**src/rtl/lcd_bus_sequencer.sv**
```systemverilog
// HD44780-style LCD bus sequencer: turns each LCD register store into a timed
// setup / enable / hold / execution-wait cycle on the LCD pins.
module lcd_bus_sequencer #(
  parameter int SETUP_CYC      = 2,
  parameter int EN_HIGH_CYC    = 25,
  parameter int HOLD_CYC       = 2,
  parameter int EXEC_CYC       = 2000,
  parameter int CLEAR_EXEC_CYC = 82000,
  parameter int CNT_W          = 17
) (
  input  logic        i_clk,
  input  logic        i_reset,
  input  logic        i_cmd_valid,
  input  logic [31:0] i_cmd_data,
  output logic        o_cmd_ready,
  output logic        o_busy,
  output logic        o_overrun,
  output logic [7:0]  o_rd_data,
  output logic        o_rd_valid,
  output logic        o_lcd_on,
  output logic        o_lcd_rs,
  output logic        o_lcd_rw,
  output logic        o_lcd_en,
  output logic [7:0]  o_lcd_data,
  output logic        o_lcd_data_oe,
  input  logic [7:0]  i_lcd_data
);

  typedef enum logic [2:0] {IDLE, SETUP, EN_HI, HOLD, EXEC} state_t;

  state_t           state, state_next;
  logic [CNT_W-1:0] cnt, cnt_load;
  logic             on_q, rs_q, rw_q;
  logic [7:0]       data_q;
  logic             last, accept, is_clear, ready;
  logic             unused_cmd_bits;

  assign unused_cmd_bits = ^i_cmd_data[30:10];
  assign last            = (cnt == '0);
  assign accept          = i_cmd_valid && ready;
  // Clear display (0x01) and return home (0x02/0x03) need the long wait.
  assign is_clear        = !rs_q && !rw_q && (data_q[7:2] == 6'd0);

  // State register and the shared down-counter, reloaded on every state change.
  always_ff @(posedge i_clk or negedge i_reset) begin
    if (!i_reset) begin
      state <= IDLE;
      cnt   <= '0;
    end else begin
      state <= state_next;
      if (state_next != state)
        cnt <= cnt_load;
      else if (!last)
        cnt <= cnt - 1'b1;
    end
  end

  always_ff @(posedge i_clk or negedge i_reset) begin
    if (!i_reset) begin
      on_q       <= 1'b0;
      rs_q       <= 1'b0;
      rw_q       <= 1'b0;
      data_q     <= 8'd0;
      o_overrun  <= 1'b0;
      o_rd_data  <= 8'd0;
      o_rd_valid <= 1'b0;
    end else begin
      if (accept) begin
        on_q   <= i_cmd_data[31];
        rs_q   <= i_cmd_data[9];
        rw_q   <= i_cmd_data[8];
        data_q <= i_cmd_data[7:0];
      end
      if (i_cmd_valid && !ready)
        o_overrun <= 1'b1;
      o_rd_valid <= (state == EN_HI) && last && rw_q;
      if ((state == EN_HI) && last && rw_q)
        o_rd_data <= i_lcd_data;
    end
  end

  // Terminal states chain straight into SETUP so back-to-back commands lose no cycle.
  always_comb begin
    state_next = state;
    case (state)
      IDLE:    if (accept) state_next = SETUP;
      SETUP:   if (last) state_next = EN_HI;
      EN_HI:   if (last) state_next = HOLD;
      HOLD:    if (last) state_next = rw_q ? (accept ? SETUP : IDLE) : EXEC;
      EXEC:    if (last) state_next = accept ? SETUP : IDLE;
      default: state_next = IDLE;
    endcase
  end

  always_comb begin
    cnt_load = '0;
    case (state_next)
      SETUP:   cnt_load = CNT_W'(SETUP_CYC - 1);
      EN_HI:   cnt_load = CNT_W'(EN_HIGH_CYC - 1);
      HOLD:    cnt_load = CNT_W'(HOLD_CYC - 1);
      EXEC:    cnt_load = is_clear ? CNT_W'(CLEAR_EXEC_CYC - 1) : CNT_W'(EXEC_CYC - 1);
      default: cnt_load = '0;
    endcase
  end

  // Ready is also raised in the final busy cycle so the returning edge can accept.
  always_comb begin
    ready = 1'b0;
    case (state)
      IDLE:    ready = 1'b1;
      HOLD:    ready = last && rw_q;
      EXEC:    ready = last;
      default: ready = 1'b0;
    endcase
    o_cmd_ready   = ready;
    o_busy        = !ready;
    o_lcd_on      = on_q;
    o_lcd_en      = (state == EN_HI);
    o_lcd_rs      = (state != IDLE) && rs_q;
    o_lcd_rw      = (state != IDLE) && rw_q;
    o_lcd_data    = (state != IDLE) ? data_q : 8'd0;
    o_lcd_data_oe = ((state == SETUP) || (state == EN_HI) || (state == HOLD)) && !rw_q;
  end

endmodule

```
**config.mk**
```make
export PLATFORM = sky130hd
export DESIGN_NAME = lcd_bus_sequencer
export DESIGN_NICKNAME = d
export VERILOG_FILES = /design/src/rtl/lcd_bus_sequencer.sv
export SDC_FILE = /design/constraint.sdc
export NUM_CORES = 1
export LEC_CHECK = 0
export ABC_AREA = 1
export CORE_ASPECT_RATIO = 0.7
export CORE_UTILIZATION = 45
export DETAILED_ROUTE_END_ITERATION = 8
export PLACE_DENSITY = 0.8
export SYNTH_ARGS = -nofsm -noshare
export SYNTH_HDL_FRONTEND = slang
export SYNTH_SLANG_ARGS = --single-unit
```
**constraint.sdc**
```tcl
create_clock -name i_clk -period 2.6 [get_ports i_clk]
set_input_delay 0.52 -clock i_clk [delete_from_list [all_inputs] [get_ports i_clk]]
set_output_delay 0.52 -clock i_clk [all_outputs]
set_load 0.005 [all_outputs]
```
# ---- Word level (Yosys, flattened, before mapping)
# Cells that the tools add are included.
dict set report word_totals {
  reg_bits 41
  word_cells 54
}
dict set report classes {
  n_addsub 1
  eq_ne 10
  muxes 14
  n_reduce_logical 20
}
# op n
set op_table {}
lappend op_table {{$mux W17} 3}
lappend op_table {{$pmux W17 S3} 1}
lappend op_table {{$mux W3} 6}
lappend op_table {{$logic_not A17 Y1} 1}
lappend op_table {{$sub A17 B1 Y17 const B} 1}
lappend op_table {{$pmux W3 S5} 1}
lappend op_table {{$eq A3 B2 Y1 const B} 4}
lappend op_table {{$logic_and A1 B1 Y1} 10}
lappend op_table {{$mux W8} 1}
lappend op_table {{$eq A3 B1 Y1 const B} 2}
lappend op_table {{$eq A3 B3 Y1 const B} 2}
lappend op_table {{$logic_not A6 Y1} 1}
lappend op_table {{$logic_not A1 Y1} 3}
lappend op_table {{$logic_not A3 Y1} 1}
lappend op_table {{$ne A3 B3 Y1} 1}
lappend op_table {{$pmux W1 S3} 1}
lappend op_table {{$reduce_bool A3 Y1} 1}
lappend op_table {{$logic_or A1 B1 Y1} 2}
lappend op_table {{$ne A2 B1 Y1 const B} 1}
lappend op_table {{$reduce_or A2 Y1} 1}
lappend op_table {{$mux W1} 1}

# ---- Depth between registers and ports, before layout
# Gate-level depths: netlist of the first run.
dict set report logic_depth {
  ltp_word 12
  ltp_mapped 18
}

# ---- Worst setup path before layout of the first run
# No wires, ideal clock.
dict set report synth_timing {
  path_type {register to register}
  from {reg cnt[0]}
  to {reg cnt[9]}
  arrival_time_ns 1.817
  setup_slack_ns 0.669
  path_stages_with_launch 19
  path_buffers 1
  path_cell_list {dfrtp_1 -> inv_1 -> ha_1 -> inv_1 -> nor2_1 -> nand2_1 -> nor2_4 -> nand2_4 -> nand2_4 -> nand2_2 -> nand2_4 -> nand3_1 -> nand4_2 -> nand2_4 -> buf_6 -> nand3_1 -> nand2_1 -> nand2_1 -> inv_1}
}
dict set report synth_via {
  elab_chain_cells 12
  elab_cells_between_ends 23
  classes_between {1 x add/sub; 6 x eq/ne; 12 x mux; 4 x reduce/logical}
}
# element line_no
set synth_lines {}
lappend synth_lines {{from (decl)} 32} ;# logic [CNT_W-1:0] cnt, cnt_load;
lappend synth_lines {{from (signal assigned)} 52} ;# cnt <= cnt_load;
lappend synth_lines {{from (signal assigned)} 54} ;# cnt <= cnt - 1'b1;
lappend synth_lines {{$logic_not A17 Y1 (*)} 39} ;# assign last = (cnt == '0);
lappend synth_lines {{$logic_and A1 B1 Y1} 111} ;# HOLD: ready = last && rw_q;
lappend synth_lines {{$pmux W1 S3 (*)} 109} ;# case (state)
lappend synth_lines {{named net o_cmd_ready} 15} ;# output logic o_cmd_ready,
lappend synth_lines {{$logic_and A1 B1 Y1 (*)} 40} ;# assign accept = i_cmd_valid && ready;
lappend synth_lines {{$mux W1} {89, 90}}
lappend synth_lines {{$mux W3 (2 in a row)} 89} ;# HOLD: if (last) state_next = rw_q ? (accept ? SETUP : IDLE) : EXEC;
lappend synth_lines {{$pmux W3 S5 (*)} 85} ;# case (state)
lappend synth_lines {{named net state_next[0]} 31} ;# state_t state, state_next;
lappend synth_lines {{$eq A3 B2 Y1 or $eq A3 B1 Y1 (tied branches)} 97} ;# case (state_next)
lappend synth_lines {{$reduce_or A2 Y1 (no line)} --}
lappend synth_lines {{$pmux W17 S3} 97}
lappend synth_lines {{$mux W17} 51} ;# if (state_next != state)
# Mark *: on every way through the listed nets, which the timed path passes. The rest lies on a longest branch. The select of a mux whose other input is x is not followed.
# A chain may end at the register's enable or synchronous reset.

# ---- Worst setup path after layout of the first run
dict set report layout_timing {
  from {reg cnt[1]}
  to {out o_busy}
}
dict set report layout_via {
  elab_chain_cells 4
}
# element line_no
set layout_lines {}
lappend layout_lines {{$logic_not A17 Y1 (*)} 39}
lappend layout_lines {{$logic_and A1 B1 Y1} 111}
lappend layout_lines {{$pmux W1 S3 (*)} 109}
lappend layout_lines {{$logic_not A1 Y1 (*)} 116} ;# o_busy = !ready;
lappend layout_lines {{to (decl)} 16} ;# output logic o_busy,
# Every way passes the cells marked *; elsewhere a longest branch is shown, timed or not.

==> metrics.csv, run 1 <==
stage,metric,value,unit
critical_path,CP max stage delay,400,ps
die,die width,87.49,um
critical_path,CP most frequent cell,nand2_4,
synthesis,Synth top area share,44.57,%
sta,slew of the pin with the lowest slew margin,892.4,ps
clock_tree,# hold bufs at CTS,0,
routing,DRC,0,
critical_path,end of the critical path,o_busy,
clock_tree,Clock Sinks,41,
power_and_ir_drop,Pwr Density,371.2,nW/um^2
power_and_ir_drop,leakage power,1.374,nW
grt,vias in the first global route,1828,
routing,drt total wl,5.014,mm
routing,Initial DRT Pass Iterations,4,
synthesis,Post-Synth XOR/XNOR Area,5.707,%
critical_path,crit-path leading delay family,simple AND/OR/NAND/NOR gates,
clock_tree,CTS Buffer Depth,2,
synthesis,Post-Syn Area,2302,um^2
synthesis,"flops & latches, synth",41,
sta,final setup fails,0,
power_and_ir_drop,Comb pwr share,3.9,%
critical_path,Reg2Reg Depth,16,
finish,Layout Nets,384,
critical_path,worst-path cell chain,inv_2 -> ha_4 -> inv_1 -> nor2_1 -> nand2_1 -> nor2_4 -> nand2_4 -> nand2_4 -> nand2_4 -> nand2_4 -> buf_4 -> inv_1 -> dlygate4sd2_1,
min_path,min-delay worst type,primary input to asynchronous set/reset pin,
grt,grt ovf,0,
critical_path,Arrival @ worst endpoint,1970,ps
power_and_ir_drop,Reg power frac,57.8,%
power_and_ir_drop,Peak VDD IR,0.2777,mV
clock_tree,clk_lat worst skew,300,ps
critical_path,Critical Path RT,2080,ps
critical_path,Critical-path top delay cell,dfrtp_1,
routing,Via density,4.785,
synthesis,multiplexer share of the synthesized area,0.4891,%
die,die area,5411,um^2
synthesis,Yosys cell types,31,
finish,Fill cells,427,
grt,Total Routing Usage GR,20.14,%
synthesis,Simple-Gate Fraction of Synth Area,34.46,%
synthesis,"Seq/Total Area, Yosys",44.57,%
grt,largest net degree at the start of global routing,42,
sta,min Tclk post-route,2486,ps
finish,Multi-input gate area,1094,um^2
critical_path,critical path startpoint,cnt[1],
critical_path,reg2reg setup slack,370,ps
critical_path,RR Endpoint,cnt[1],
clock_tree,root buffer cell,clkbuf_8,
run,maxcap violations,0,
synthesis,Syn Inst Count,282,
die,core area,4861,um^2
finish,register area,1026,um^2
finish,share of layout cells above drive strength 1,15.59,%
power_and_ir_drop,Sw Pwr,248.8,uW
grt,initial antenna violation count,0,
die,die height,61.85,um
grt,first-pass GRT wire length,8.231,mm
synthesis,"area leader, netlist",dfrtp_1,
sta,RSZ-0062 raised after global routing,false,
place,IO Port Bufs,46,
critical_path,Crit Reg-Reg Startpoint,cnt[1],
clock_tree,total CTS buffers,5,
sta,Tcrit/Tclk final,95.61,%
die,Rows,21,
sta,Clock Skews,4.984,ps
critical_path,CP Capture Type,output pin,
critical_path,CP max FO,4,
place,Post-DP HPWL,3.559,mm
place,dpl cell area,2813,um^2
power_and_ir_drop,Sw Ratio,22.59,%
critical_path,WP buf/inv,5,
clock_tree,H-tree depth,2,
synthesis,largest family of logic cells by synthesized area,simple AND/OR/NAND/NOR gates,
die,top-level I/O count,68,
clock_tree,Worst-path clk slew,80,ps
die,Starting Density,47.36,%
power_and_ir_drop,Clock power frac,38.3,%
routing,Starting DRT DRC Count,63,
synthesis,Ys Warns,0,
synthesis,ranking of synthesized cells by area,"dfrtp_1 45%, nand2_1 11%, nor2_1 6.4%",
finish,Syn-to-layout area delta,28.91,%
place,GP Congestion,0.8841,
routing,Avg WL per Cell,12.26,um
finish,n_diodes,0,
critical_path,Crit path depth,13,
sta,Slew Limit Fails,0,
sta,Final TNS setup,0,ps
finish,Final Instance Area,2968,um^2
critical_path,WS Path Type,flop to output pin,
sta,Slew headroom,40.50,%
routing,via count,1957,
synthesis,Avg Inst Size Synth,8.164,um^2
outcome,status,"complete, no violations",
synthesis,syn_nets,327,
sta,Highest Clock Rate,402.3,MHz
clock_tree,CTS tree,yes,
critical_path,Worst setup SP type,flop,
synthesis,adder-cell share of the synthesized area,1.087,%
routing,Detail Route Antenna Nets,0,
synthesis,Compound-Gate Fraction of Synth Area,5.000,%
power_and_ir_drop,internal power,852.7,uW
sta,endpoints failing hold,0,
## cells in the final DEF (no fill, tap or decap), types with 2 or more instances in the layout
master and instances:
a21oi_1 12, nor4_1 4, dlygate4sd2_1 2, buf_4 10, inv_2 5, nor2_4 3, nand3_2 4, inv_1 34
nor2_2 6, clkinvlp_4 2, xor2_1 11, xnor2_1 4, clkdlybuf4s50_1 43, nand2_2 3, clkbuf_8 5, nor2_1 39
nand3_1 12, dfrtp_1 41, o21ai_0 4, nor3_1 8, nand2_1 66, nand4_1 2, nand2_4 5, nand4_2 3
## area by class of cell
type                       instances  share of cell area (%)
tap                               69                   2.909
clock inverter                     2                  0.5059
inverter                          39                   4.933
sequential                        41                   34.57
timing repair buffer              56                   17.79
multi-input combinational        196                   36.85
clock buffer                       6                   2.445
## synth_stat cells
library cell	instances
nor2_2	6
buf_12	1
nand3b_1	1
a21oi_1	12
nand3_1	12
clkbuf_1	3
a31o_2	1
inv_2	3
a32o_1	1
o21ai_4	1
nand3_2	4
xnor2_1	4
nand4_2	3
dfrtp_1	41
nor2_1	39
nor3b_1	1
ha_1	2
xor2_1	11
inv_1	36
nand4_1	2
nand2_4	4
buf_6	2
nor4_1	4
mux2_2	1
nand2_1	66
nand2_2	4
nor3_2	1
nand3_4	1
nor2_4	3
nor3_1	8
o21ai_0	4
## stage by stage
stage | setup WS (ps) | hold slack (ps) | util (%) | std cells | power (mW)
2_1_floorplan | 669.0 | 224.4 | - | 282 | 0.6500
3_3_place_gp | 209.5 | 450.3 | 57.86 | 394 | 0.6936
3_5_place_dp | 176.6 | 463.2 | 57.86 | 394 | 0.6940
4_1_cts | 54.22 | 384.0 | 60.44 | 407 | 1.118
5_1_grt | 3.834 | 427.6 | 61.06 | 409 | 1.143
6_report | 114.1 | 339.6 | 61.06 | 409 | 1.102
## per-layer routing
| metal | global-route usage (%) | wire, um | vias to the layer above |
|---|---|---|---|
| li1 | - | - | 1002 |
| met1 | 26.70 | 2394 | 898 |
| met2 | 31.14 | 2184 | 52 |
| met3 | 6.473 | 396 | 5 |
| met4 | 7.963 | 39 | 0 |
| met5 | 0 | 0 | - |
## sequential cells by signal (all words and copies together) (netlist names), 3 cells and up
| name | count |
|---|---|
| cnt | 17 |
| data_q | 8 |
| o_rd_data | 8 |
| state | 3 |
## kinds of logic (layout without fill, tap and decap cells)
group,count (synthesis),in the layout
flops,41,41
mux,1,1
buf+inv,45,103
xor+xnor,15,15
simple gates,159,159
compound gates,19,19
fa+ha+maj,2,2
## worst min-delay path by stage
stage              endpoint  cells past startpoint  slack [ps]
2_1_floorplan        cnt[0]                      0         220
3_3_place_gp      o_overrun                      1         450
3_5_place_dp   o_rd_data[7]                      2         460
4_1_cts              cnt[6]                      1         380
5_1_grt              cnt[3]                      1         430
6_report             cnt[3]                      1         340
## power by group through the flow
stage	combinational [mW]	clock, mW	sequential, mW
2_1_floorplan	0.000113	0	0.650
3_3_place_gp	0.0439	0	0.650
3_5_place_dp	0.0443	0	0.650
4_1_cts	0.0445	0.436	0.637
5_1_grt	0.0484	0.458	0.637
6_report	0.0428	0.422	0.637
## worst register-to-register path, cell delays in order (launching register included)
cell and delay (ps):
dfrtp_1 400, inv_2 80, ha_4 130, inv_1 50, nor2_1 80, nand2_1 80
nor2_4 140, nand2_4 70, buf_4 170, inv_1 140, nand2_1 110, nand4_2 170
nand2_4 160, nand2_2 200, nor2_1 60, nand2_1 50, nand2_1 50
## timing repair
action	in CTS	in global routing
gates resized for setup	5	2
buffers inserted	5	2
hold endpoints to repair	0	0
endpoints found under the setup margin	2	1
pin swaps	2	1
No activity file was read; power rests on OpenSTA's default activity.
==> inputs of run 2 (changes only) <==
CORE_ASPECT_RATIO = 1.4   (was 0.7)
CORE_UTILIZATION = 47   (was 45)
PLACE_DENSITY = 0.83   (was 0.8)
==> metrics.csv, run 2 (synthesis gave the netlist of run 1 again) <==
stage,metric,value,unit,change
die,top-level I/O count,68,,unchanged
clock_tree,root buffer cell,clkbuf_8,,unchanged
clock_tree,CTS tree,yes,,unchanged
run,maxcap violations,0,,unchanged
die,Rows,29,,was 21
finish,Reg with most FFs,cnt,,unchanged
grt,first-pass GRT wire length,8.700,mm,was 8.231 mm
routing,via count,1978,,was 1957
routing,Initial DRT Pass Iterations,4,,unchanged
grt,largest net degree at the start of global routing,42,,unchanged
sta,slew of the pin with the lowest slew margin,894.2,ps,was 892.4 ps
sta,final setup fails,0,,unchanged
grt,Top Usage Layer GRT,met2,,unchanged
clock_tree,total CTS buffers,5,,unchanged
routing,DRC,0,,unchanged
critical_path,Crit Reg-Reg Startpoint,cnt[1],,unchanged
sta,Clock Skews,4.952,ps,was 4.984 ps
critical_path,WS Path Type,flop to output pin,,unchanged
routing,Avg WL per Cell,12.22,um,was 12.26 um
min_path,min-delay worst type,primary input to asynchronous set/reset pin,,unchanged
place,Post-DP HPWL,3.669,mm,was 3.559 mm
finish,Layout Nets,382,,was 384
grt,GR met2 Demand/Resource,38.04,%,was 31.14%
power_and_ir_drop,leakage power,1.369,nW,was 1.374 nW
critical_path,Arrival @ worst endpoint,1950,ps,was 1970 ps
power_and_ir_drop,Peak VDD IR,0.4075,mV,was 0.2777 mV
place,IO Port Bufs,46,,unchanged
critical_path,CP Capture Type,output pin,,unchanged
die,die area,5186,um^2,was 5411 um^2
routing,Starting DRT DRC Count,93,,was 63
grt,grt ovf,0,,unchanged
clock_tree,Clock Sinks,41,,unchanged
finish,max FFs per register,17,,unchanged
clock_tree,Worst-path clk slew,80,ps,about the same
grt,initial antenna violation count,0,,unchanged
clock_tree,# hold bufs at CTS,0,,unchanged
critical_path,CP max FO,4,,unchanged
finish,share of layout cells above drive strength 1,15.98,%,was 15.59%
sta,endpoints failing hold,0,,unchanged
die,die width,61.15,um,was 87.49 um
sta,Final TNS setup,0,ps,unchanged
critical_path,Worst setup SP type,flop,,unchanged
grt,vias in the first global route,2064,,was 1828
finish,"most common cell after layout, fill and taps aside",nand2_1,,unchanged
routing,Via density,4.945,,was 4.785
clock_tree,clk_lat worst skew,290,ps,was 300 ps
sta,Highest Clock Rate,404.9,MHz,was 402.3 MHz
clock_tree,CTS Buffer Depth,2,,unchanged
sta,Slew headroom,40.39,%,was 40.50%
die,core area,4608,um^2,was 4861 um^2
finish,most frequent cells in the layout,"65 x nand2_1, 43 x clkdlybuf4s50_1, 41 x dfrtp_1",,"was 66 x nand2_1, 43 x clkdlybuf4s50_1, 41 x dfrtp_1"
grt,Total Routing Usage GR,22.06,%,was 20.14%
sta,Hold WS,353.5,ps,was 339.6 ps
routing,drt total wl,4.887,mm,was 5.014 mm
routing,Detail Route Antenna Nets,0,,unchanged
clock_tree,H-tree depth,2,,unchanged
finish,Syn-to-layout area delta,27.93,%,was 28.91%
critical_path,RR Endpoint,cnt[1],,unchanged
grt,GR Util met3,6.555,%,was 6.473%
critical_path,reg2reg setup slack,350,ps,was 370 ps
die,Starting Density,49.96,%,was 47.36%
finish,n_diodes,0,,unchanged
grt,Global Route met1 Usage,24.33,%,was 26.70%
die,die height,84.81,um,was 61.85 um
power_and_ir_drop,Pwr Density,367.6,nW/um^2,was 371.2 nW/um^2
place,GP Congestion,0.8762,,was 0.8841
sta,Tcrit/Tclk final,94.99,%,was 95.61%
finish,biggest regs,"cnt x17, data_q x8, o_rd_data x8",,unchanged
sta,Slew Limit Fails,0,,unchanged
sta,min Tclk post-route,2470,ps,was 2486 ps
critical_path,Critical Path RT,2080,ps,about the same
critical_path,Reg2Reg Depth,16,,unchanged
outcome,status,"complete, no violations",,unchanged
run 2: worst max-delay path by stage:
| stage | cells past startpoint | from | end | slack (ps) |
|---|---|---|---|---|
| finish | 12 | cnt[1] | o_cmd_ready | 130 |
| detailed placement | 11 | cnt[0] | o_cmd_ready | 210 |
| CTS | 12 | cnt[1] | o_busy | 10 |
| global route | 12 | cnt[1] | o_cmd_ready | -10 |
| global placement | 11 | cnt[0] | o_cmd_ready | 230 |
| floorplan | 18 | cnt[0] | cnt[9] | 670 |
run 2: cell type report:
type                    count  area [um^2]
fillers                   400         1663
multi-input cells         196         1092
flip-flops and latches     41         1026
repair buffers             54        516.7
inverters                  39        146.4
well taps                  62        77.57
clock buffers               5        68.82
clock inverters             3        17.52
run 2: power by group:
part                  switching [mW]  internal [mW]
Combinational                 0.0164         0.0265
Clock                          0.218          0.185
Sequential     0.0000000000000000425          0.637
Total                          0.234          0.849
run 2: per-stage QoR:
stage	util (%)	area, um^2	total power [mW]	worst slack [ps]	std cells
after floorplan	-	2302	0.6500	669.0	282
after global placement	61.01	2811	0.6936	233.4	388
after detailed placement	61.01	2811	0.6942	211.8	388
after CTS	63.75	2938	1.099	11.41	400
after global routing	63.92	2945	1.130	-9.625	400
final	63.92	2945	1.083	130.3	400
run 2: what timing repair did:
item / 4_1_cts / 5_1_grt
pin swaps: 2 / 1
setup buffers: 4 / 0
endpoints found under the setup margin: 2 / 2
gates resized for setup: 5 / 3
run 2: per-layer routing:
| metal | part of all wire, % | up-vias |
|---|---|---|
| li1 | - | 995 |
| met1 | 40 | 918 |
| met2 | 52 | 55 |
| met3 | 5.7 | 10 |
| met4 | 2.0 | 0 |
| met5 | 0 | - |
run 2: worst max-delay path, stage by stage (launching register included):
cell	delay [ps]
dfrtp_1	400
inv_2	70
ha_2	170
inv_1	60
nor2_2	100
nand2_2	70
nor2_4	140
nand2_4	80
nand2_4	60
nand2_2	60
nand2_4	90
buf_4	120
dlygate4sd2_1	240
==> inputs of run 3 (changes only) <==
clock period = 3.11 ns   (was 2.6 ns; I/O delays follow)
==> metrics.csv, run 3 (synthesis gave the netlist of run 1 again) <==
stage,metric,value,unit,change
outcome,status,"complete, no violations",,unchanged
finish,share of layout cells above drive strength 1,12.65,%,was 15.98%
min_path,min-delay worst type,primary input to asynchronous set/reset pin,,unchanged
finish,final std cells w/o fill,394,,was 400
sta,Slew Limit Fails,0,,unchanged
die,top-level I/O count,68,,unchanged
die,die area,5186,um^2,unchanged
critical_path,worst-path cell chain,inv_1 -> ha_1 -> inv_1 -> nor2_1 -> nand2_1 -> nor2_4 -> nand2_4 -> nand2_4 -> nand2_2 -> nand2_4 -> clkdlybuf4s50_1,,was inv_2 -> ha_2 -> inv_1 -> nor2_2 -> nand2_2 -> nor2_4 -> nand2_4 -> nand2_4 -> nand2_2 -> nand2_4 -> buf_4 -> dlygate4sd2_1
finish,Multi-input gate area,1076,um^2,was 1092 um^2
sta,Final TNS setup,0,ps,unchanged
place,Post-DP HPWL,3.699,mm,was 3.669 mm
clock_tree,clk_lat worst skew,300,ps,was 290 ps
sta,Hold WS,451.0,ps,was 353.5 ps
finish,most frequent cells in the layout,"66 x nand2_1, 45 x clkdlybuf4s50_1, 41 x dfrtp_1",,"was 65 x nand2_1, 43 x clkdlybuf4s50_1, 41 x dfrtp_1"
die,Rows,29,,unchanged
power_and_ir_drop,leakage power,1.355,nW,was 1.369 nW
sta,Clock Skews,8.839,ps,was 4.952 ps
sta,Tcrit/Tclk final,91.50,%,
finish,max FFs per register,17,,unchanged
critical_path,Critical-path top delay cell,clkdlybuf4s50_1,,was dfrtp_1
clock_tree,CTS tree,yes,,unchanged
sta,RSZ-0062 raised after global routing,false,,
die,Starting Density,49.96,%,unchanged
grt,largest net degree at the start of global routing,42,,unchanged
routing,Via density,4.921,,was 4.945
clock_tree,Worst-path clk slew,80,ps,about the same
place,GP Congestion,0.9079,,was 0.8762
grt,initial antenna violation count,0,,unchanged
grt,grt ovf,0,,unchanged
grt,vias in the first global route,2051,,was 2064
critical_path,Critical Path RT,2490,ps,was 2080 ps
routing,drt total wl,4.882,mm,was 4.887 mm
routing,Avg WL per Cell,12.39,um,was 12.22 um
sta,endpoints failing hold,0,,unchanged
run,maxcap violations,0,,unchanged
die,die width,61.15,um,unchanged
clock_tree,total CTS buffers,5,,unchanged
routing,Starting DRT DRC Count,76,,was 93
die,core area,4608,um^2,unchanged
finish,Reg with most FFs,cnt,,unchanged
finish,"most common cell after layout, fill and taps aside",nand2_1,,unchanged
critical_path,CP Capture Type,output pin,,unchanged
routing,Initial DRT Pass Iterations,4,,unchanged
clock_tree,post_cts resized,0,,was 5
grt,first-pass GRT wire length,8.825,mm,was 8.700 mm
sta,min Tclk post-route,2846,ps,
power_and_ir_drop,Peak VDD IR,0.2354,mV,was 0.4075 mV
sta,min setup slack post-route,264.2,ps,was 130.3 ps
place,IO Port Bufs,46,,unchanged
power_and_ir_drop,Power Total,1.016,mW,was 1.083 mW
finish,Syn-to-layout area delta,26.52,%,was 27.93%
routing,via count,1939,,was 1978
critical_path,Worst setup SP type,flop,,unchanged
die,die height,84.81,um,unchanged
clock_tree,Post-CTS Setup Bufs,0,,was 4
critical_path,Arrival @ worst endpoint,2220,ps,was 1950 ps
sta,Slew headroom,39.73,%,was 40.39%
finish,n_diodes,0,,unchanged
finish,biggest regs,"cnt x17, data_q x8, o_rd_data x8",,unchanged
critical_path,WS Path Type,flop to output pin,,unchanged
critical_path,CP max FO,9,,was 4
grt,Total Routing Usage GR,22.24,%,was 22.06%
place,# placed instances,386,,was 388
place,Post-Place Setup Slack,576.4,ps,was 211.8 ps
clock_tree,root buffer cell,clkbuf_8,,unchanged
routing,Detail Route Antenna Nets,0,,unchanged
critical_path,CP most frequent cell,nand2_4,,unchanged
sta,Highest Clock Rate,351.4,MHz,
clock_tree,Clock Sinks,41,,unchanged
routing,DRC,0,,unchanged
clock_tree,# hold bufs at CTS,0,,unchanged
sta,slew of the pin with the lowest slew margin,904.1,ps,was 894.2 ps
power_and_ir_drop,Pwr Density,348.9,nW/um^2,was 367.6 nW/um^2
critical_path,CP max stage delay,510,ps,was 400 ps
clock_tree,H-tree depth,2,,unchanged
finish,register area,1026,um^2,unchanged
finish,Fill cells,412,,was 400
sta,final setup fails,0,,unchanged
finish,Layout Nets,376,,was 382
clock_tree,CTS Buffer Depth,2,,unchanged
-- run 3: layout make-up --
type                            instances  share of cell area [%]
Inverter                               39                   5.026
Clock buffer                            7                   2.964
Tap cell                               62                   2.663
Sequential cell                        41                   35.22
Timing Repair Buffer                   48                   16.15
Multi-Input combinational cell        196                   36.94
Clock inverter                          1                   1.031
-- run 3: path summary, 6_finish.rpt --
path / from / to / slack, ps / cells past startpoint
min in group i_clk: o_rd_data[0] / o_rd_data[0] / 470 / 2
max reg2reg: cnt[0] / o_lcd_on / 780 / 12
min: i_reset / cnt[13] / 450 / 1
max: cnt[0] / o_cmd_ready / 260 / 11
min reg2reg: o_rd_data[0] / o_rd_data[0] / 470 / 2
max in group asynchronous: i_reset / data_q[0] / 2100 / 1
-- run 3: critical path, delay by kind of cell, from the launching register on --
family	cells	cell delay, ps
flops	1	360
buf+inv	3	690
fa+ha+maj	1	220
simple gates	7	660
-- run 3: through the flow --
stage	instance area (um^2)	util, %
2_1_floorplan	2302	-
3_3_place_gp	2796	60.68
3_5_place_dp	2796	60.68
4_1_cts	2913	63.21
5_1_grt	2913	63.21
6_report	2913	63.21
-- run 3: metal layers --
metal | track usage (%) | up-vias | part of all wire, %
met4 | 9.298 | 0 | 2.3
met2 | 37.94 | 60 | 53
li1 | - | 976 | -
met5 | 0 | - | 0
met1 | 25.10 | 891 | 39
met3 | 6.250 | 12 | 5.8
-- run 3: report_power, final --
part	internal [mW]	switching, mW
Clock	0.262	0.186
Sequential	0.533	0.0000000000000000337
Combinational	0.0222	0.0138
Total	0.817	0.200
